===== config.mk =====
export PLATFORM = sky130hd
export DESIGN_NAME = serializador_tx
export DESIGN_NICKNAME = d
export VERILOG_FILES = /design/src/rtl/serializador_tx.sv
export SDC_FILE = /design/constraint.sdc
export NUM_CORES = 1
export LEC_CHECK = 0
export CORE_MARGIN = 2
export CORE_UTILIZATION = 49
export CTS_CLUSTER_DIAMETER = 120
export DETAILED_ROUTE_END_ITERATION = 12
export GPL_TIMING_DRIVEN = 0
export HOLD_SLACK_MARGIN = 0.06
export PLACE_DENSITY = 0.75
export SETUP_SLACK_MARGIN = 0.4
export SYNTH_ARGS = -nofsm -noshare
export SYNTH_HDL_FRONTEND = slang
export SYNTH_SLANG_ARGS = --single-unit

===== constraint.sdc =====
create_clock -name clk_32f -period 4.4 [get_ports clk_32f]
set_clock_uncertainty 0.2 [all_clocks]
set_input_delay 0.66 -clock clk_32f [delete_from_list [all_inputs] [get_ports clk_32f]]
set_output_delay 0.66 -clock clk_32f [all_outputs]
set_load 0.01 [all_outputs]

===== src/rtl/serializador_tx.sv =====
// serializador_tx: transmit-side parallel-to-serial stage.
// Buffers bytes in a small FIFO and shifts them out MSB first in fixed
// 8-clock frames. Before any payload, a preamble of comma bytes is sent
// so the downstream receiver can lock on. Whenever no payload is pending,
// the comma byte fills the idle frames.
module serializador_tx #(
    parameter logic [7:0] COMMA  = 8'hBC,
    parameter int         N_SYNC = 4,
    parameter int         DEPTH  = 4
) (
    input  logic       clk_32f,
    input  logic       reset,
    input  logic [7:0] data_in,
    input  logic       push,
    output logic       full,
    output logic       overflow,
    output logic       data_out,
    output logic       tx_data,
    output logic       sync_done
);

    localparam int AW = $clog2(DEPTH);
    localparam int CW = $clog2(N_SYNC + 1);

    typedef enum logic {
        SYNC = 1'b0,
        DATA = 1'b1
    } state_t;

    state_t          state_q, state_d;
    logic [2:0]      bit_cnt_q;
    logic [CW-1:0]   comma_cnt_q, comma_cnt_d;
    logic [7:0]      shift_q, shift_d;
    logic            data_out_q, data_out_d;
    logic            tx_data_q, tx_data_d;
    logic            sync_done_q, sync_done_d;
    logic            overflow_q;

    logic [7:0]      mem_q [DEPTH];
    logic [AW-1:0]   wr_ptr_q, rd_ptr_q;
    logic [AW:0]     count_q, count_d;

    logic            load;
    logic            pop;
    logic            push_acc;
    logic [7:0]      byte_sel;

    assign load     = (bit_cnt_q == 3'd0);
    assign full     = (count_q == (AW+1)'(DEPTH));
    // A full FIFO still accepts a byte if the head leaves on the same edge.
    assign push_acc = push && (!full || pop);

    assign data_out  = data_out_q;
    assign tx_data   = tx_data_q;
    assign sync_done = sync_done_q;
    assign overflow  = overflow_q;

    // Frame FSM: picks the byte for each load edge and drives the shifter.
    always_comb begin
        state_d     = state_q;
        comma_cnt_d = comma_cnt_q;
        sync_done_d = sync_done_q;
        tx_data_d   = tx_data_q;
        pop         = 1'b0;
        byte_sel    = COMMA;
        data_out_d  = shift_q[7];
        shift_d     = {shift_q[6:0], 1'b0};
        if (load) begin
            case (state_q)
                SYNC: begin
                    tx_data_d   = 1'b0;
                    comma_cnt_d = comma_cnt_q + CW'(1);
                    if (comma_cnt_q == CW'(N_SYNC - 1)) begin
                        state_d     = DATA;
                        sync_done_d = 1'b1;
                    end
                end
                DATA: begin
                    if (count_q != '0) begin
                        byte_sel  = mem_q[rd_ptr_q];
                        pop       = 1'b1;
                        tx_data_d = 1'b1;
                    end else begin
                        tx_data_d = 1'b0;
                    end
                end
                default: state_d = SYNC;
            endcase
            data_out_d = byte_sel[7];
            shift_d    = {byte_sel[6:0], 1'b0};
        end
    end

    // FIFO occupancy follows accepted pushes and pops.
    always_comb begin
        count_d = count_q;
        case ({push_acc, pop})
            2'b10:   count_d = count_q + (AW+1)'(1);
            2'b01:   count_d = count_q - (AW+1)'(1);
            default: count_d = count_q;
        endcase
    end

    // Control, shifter and FIFO pointer registers with synchronous active-low reset.
    always_ff @(posedge clk_32f) begin
        if (!reset) begin
            state_q     <= SYNC;
            bit_cnt_q   <= 3'd0;
            comma_cnt_q <= '0;
            shift_q     <= 8'h00;
            data_out_q  <= 1'b0;
            tx_data_q   <= 1'b0;
            sync_done_q <= 1'b0;
            overflow_q  <= 1'b0;
            wr_ptr_q    <= '0;
            rd_ptr_q    <= '0;
            count_q     <= '0;
        end else begin
            state_q     <= state_d;
            bit_cnt_q   <= bit_cnt_q + 3'd1;
            comma_cnt_q <= comma_cnt_d;
            shift_q     <= shift_d;
            data_out_q  <= data_out_d;
            tx_data_q   <= tx_data_d;
            sync_done_q <= sync_done_d;
            count_q     <= count_d;
            if (push && !push_acc) begin
                overflow_q <= 1'b1;
            end
            if (push_acc) begin
                wr_ptr_q <= wr_ptr_q + AW'(1);
            end
            if (pop) begin
                rd_ptr_q <= rd_ptr_q + AW'(1);
            end
        end
    end

    // FIFO storage; contents need no reset since the pointers define validity.
    always_ff @(posedge clk_32f) begin
        if (reset && push_acc) begin
            mem_q[wr_ptr_q] <= data_in;
        end
    end

endmodule


Word-level counts from Yosys, hierarchy flattened

Memories as Yosys holds them, arrays and structs flattened. A register that Yosys moved wholly into a read port is not among the register bits.
Cells that the tools add are included.

Flip-flop bits (word level): 26
Bits in latches: 0
Bits in writable memories: 32
Bits in read-only memories: 0
Output and inout port bits: 5
Memories kept: 1

$add $sub $neg: 6
Multipliers: 0
Divide/modulo/power cells: 0
Magnitude comparators: 0
Eq/ne operators: 4
Shifts and indexed selects: 0
Mux-type cells: 15
Bitwise gates (word level): 1
Reductions and logical operators: 11

Memories:

| memory | words | width | read ports | clocked after Yosys merged registers in | write ports | line | RTL |
|---|---|---|---|---|---|---|---|
| mem_q  | 4     | 8     | 1          | 1                                       | 1           | 39   | `logic [7:0] mem_q [DEPTH];` |

Operators by type and width:

| kind                                                                   | number |
|---|---|
| 8-bit two-way mux                                                      | 3 |
| 3-bit by 1-bit adder with 3-bit output (second input constant)         | 3 |
| 1-bit two-way mux                                                      | 8 |
| 3-bit one-hot mux with 2 select lines                                  | 1 |
| 2-bit by 1-bit adder with 2-bit output (second input constant)         | 2 |
| 2-bit two-way mux                                                      | 2 |
| 3-bit by 2-bit equality test with 1-bit output (second input constant) | 1 |
| 3-bit equality test (second input constant)                            | 1 |
| 1-bit logical AND                                                      | 3 |
| 3-bit logical NOT                                                      | 1 |
| 3-bit AND reduction                                                    | 1 |
| 3-bit nonzero test                                                     | 1 |
| 3-bit by 1-bit subtractor with 3-bit output (second input constant)    | 1 |
| 2-bit by 1-bit equality test with 1-bit output (second input constant) | 1 |
| 2-bit equality test (second input constant)                            | 1 |
| 1-bit logical NOT                                                      | 2 |
| 1-bit one-hot mux with 2 select lines                                  | 1 |
| 2-bit AND reduction                                                    | 1 |
| 2-bit nonzero test                                                     | 1 |
| 1-bit logical OR                                                       | 1 |
| 1-bit inverter                                                         | 1 |

Depth between registers and ports, before layout

Depth in word-level cells: 9
Depth in mapped cells: 12
Depth with buffers taken out: 11

Worst setup path after synthesis

No wires, ideal clock.

Path type: register to register
Start point: register bit_cnt_q[0]
End point: register count_q[2]
Arrival time: 2.249 ns
Required time: 4.130 ns
Slack: 1.882 ns
Stages on the path, launching flop included: 13
Path buffers: 1
Cell sequence: dfxtp_1 inv_1 ha_1 nand3b_4 or2_1 buf_2 inv_1 ha_1 inv_1 fa_1 xor2_1 or3_1 a21oi_1

Word-level cells in the longest chain between the ends: 6
Elaborated cells on any way between the ends: 8
Those cells by class: 2 x eq/ne; 2 x mux; 4 x reduce/logical

Ends and longest elaborated chain:

| what                                                                                  | line | RTL |
|---|---|---|
| start: declaration                                                                    | 31   | `logic [2:0] bit_cnt_q;` |
| start signal: assignment                                                              | 120  | `bit_cnt_q <= bit_cnt_q + 3'd1;` |
| 3-bit logical NOT *                                                                   | 48   | `assign load = (bit_cnt_q == 3'd0);` |
| 1-bit two-way mux *                                                                   | 68   | `if (load) begin` |
| net pop                                                                               | 44   | `logic pop;` |
| 1-bit logical OR                                                                      | 51   | `assign push_acc = push && (!full \|\| pop);` |
| 1-bit logical AND                                                                     | 51   |  |
| 2-bit by 1-bit equality test with 1-bit output or 2-bit equality test (tied branches) | 97   | `case ({push_acc, pop})` |
| 3-bit one-hot mux with 2 select lines or 2-bit nonzero test (tied branches)           | n/a  |  |
| end signal: assignment                                                                | 126  | `count_q <= count_d;` |
| end: declaration                                                                      | 41   | `logic [AW:0] count_q, count_d;` |

The timed path passes the listed nets; every way through them passes the cells marked *.
A chain may end at the register's enable or synchronous reset.

Worst setup path in the final report

Same ends and word-level chain as after synthesis.

==> flow_summary.yaml <==
sta:
  slew_headroom: 0.593
  clock.fmax_mhz: 364
  rsz0062_at_grt: "no"
  hold_violations: 0
  tightest_slew_ns: 0.606
  setup_viol: 0
  fin_crit_ns: 2.75
  slew_violations: 0
  finalSetupTns_ns: 0
  finalCritPeriodShare: 0.625
flow_run:
  maxCapViolCount: 0
clocking:
  cts.reportedPaths.clkPinSlew_ns: 0.07
  cts_sinks: 59
  root_buffer: "clkbuf_8"
  clock_latency_ns: 0.34
  hold_buffers: 0
  cts.path.max_buffers: 2
  cts_setup_buffers: 0
  post_cts_resize_count: 0
  cts_tree: "done"
  htreeDepth: 3
  cts_made_buffers: 9
synthesis:
  avgSynthCellArea_um2: 14.5
  netlist_area_um2: 2310
  ys_seq_area_frac: 0.651
  ys_top_cells_by_count: "edfxtp_1 (32), dfxtp_1 (27), inv_1 (13)"
  synth_edf_count: 32
  synth-seq-cells: 59
  synth_top_area_cell: "edfxtp_1"
  yosysUniqueCellTypes: 32
  synthCells: 159
  yosys_most_used_dff: "edfxtp_1"
  synth_top_area_share: 0.416
  synth_nets: 180
  yosys-top-cells-area: "edfxtp_1 (42%), dfxtp_1 (23%), mux4_2 (7.8%), ha_1 (4.9%), o221a_2 (2.4%)"
  yosys_warnings: 0
  yosysMostFrequentCell: "edfxtp_1"
  synthArstFlopShare: 0
cells_and_area:
  area_growth_pct: 16.7
  utilization: 0.606
  antenna_cells: 0
  num-nets-final: 205
  drive_gt1_frac: 0.185
route:
  avgViaCountPerCell: 5.51
  first_pass_iters: 4
  vias: 1327
  wl_per_cell_um: 16.7
  drc: 0
  drt_iter0_markers: 70
  ant_nets: 0
  wl_um: 4030
floorplan:
  ioPinCount: 16
  die_w_um: 72.6
  die_area_um2: 5270
  die_y_um: 72.6
  start_util: 0.519
  rows: 24
  fp.coreArea_um2: 4440
grt:
  grtUsageMet2: 0.313
  use_met3: 0.0898
  grt_antenna_before_repair: 0
  grt_pass1_vias: 1407
  grt_start_max_net_pins: 14
  grt_pass1_wl_um: 6780
  gr-total-overflow: 0
  grt_use_met1: 0.192
  grt_util_all_layers: 0.184
  grt-busiest-layer: "met2"
critical_path:
  regToRegSetupSlack_ns: 1.65
  start_kind: "register"
  arrival_ns: 2.82
  crit_fanout: 8
  crit_type: "reg -> reg"
  crit_path_end_kind: "register"
  crit_required_ns: 4.47
placement:
  routabilityCongestion: 0.696
  io_buffers: 14
  post-dp-hpwl_um: 2800
pwr:
  powerDensity_nw_per_um2: 430
  p_leak_nw: 0.984
  ir_drop_mv: 0.317
run_status:
  outcome: "finished, final reports clean"
min_path:
  hold_path.class: "reg -> reg"
## worst max-delay path: stages, from the launching register on
cell	delay, ns
dfxtp_1	0.33
inv_1	0.06
ha_1	0.23
nand3b_4	0.15
or2_1	0.24
buf_2	0.17
inv_1	0.07
ha_1	0.18
inv_1	0.07
fa_1	0.38
xor2_1	0.16
or3_1	0.30
a21oi_1	0.14
## final timing paths
kind                       end    startpoint  cells after the start
setup / recovery    count_q[2]  bit_cnt_q[0]                     12
hold / removal    bit_cnt_q[0]  bit_cnt_q[0]                      1
setup reg to reg    count_q[2]  bit_cnt_q[0]                     12
hold reg to reg   bit_cnt_q[0]  bit_cnt_q[0]                      1
## power breakdown
group	internal [mW]	switching [mW]
combinational	0.0420	0.0464
clock	0.213	0.235
sequential	0.607	0.0140
## kinds of logic after synthesis
group                    synth area share
AO/OA/AOI/OAI                      0.0738
buffers and inverters              0.0374
flip-flops                          0.651
multiplexers                       0.0868
AND/OR/NAND/NOR                    0.0786
adder cells (fa/ha/maj)            0.0575
XOR/XNOR                           0.0152
## cells in the final DEF (no fill, tap or decap), drive strengths merged, types with 3 or more instances in the layout
cell	instances
inv	18
and3	4
mux4	8
nand2	6
clkbuf	12
clkdlybuf4s50	14
ha	9
o221a	5
o21ai	3
a21oi	8
edfxtp	32
buf	4
dfxtp	27
nor2	10
## layout make-up
class | instances | area (um2)
buffer | 7 | 37.5
multi-input combinational | 80 | 719
fill | 341 | 1750
clock buffer | 9 | 124
inverter | 13 | 48.8
tap | 52 | 65.1
sequential | 59 | 1500
timing repair buffer | 14 | 140
clock inverter | 7 | 56.3
## metal layers
layer / part of all wire / wire length (um) / up-vias
li1: - / - / 630
met1: 0.40 / 1620 / 660
met2: 0.52 / 2100 / 32
met3: 0.059 / 237 / 5
met4: 0.017 / 69 / 0
met5: 0 / 0 / -
## flip-flops by register name, summed over array words and instances, names as in the netlist, named ones only
name,flops
count_q,3
overflow,1
shift_q,7
state_q,1
bit_cnt_q,3
mem_q,32
comma_cnt_q,3
wr_ptr_q,2
sync_done,1
tx_data,1
data_out,1
rd_ptr_q,2
## through the flow
step           cell area, um2  hold slack (ns)  setup WS (ns)  total power, mW  cells
2_1_floorplan            2310            0.202           1.88            0.689    159
6_report                 2690            0.249           1.65             1.16    241
5_1_grt                  2690            0.285           1.43             1.21    241
4_1_cts                  2690            0.257           1.65             1.17    241
3_5_place_dp             2510            0.223           1.49            0.722    225
3_3_place_gp             2510            0.211           1.61            0.714    225
(Power assumes the default switching activity.)
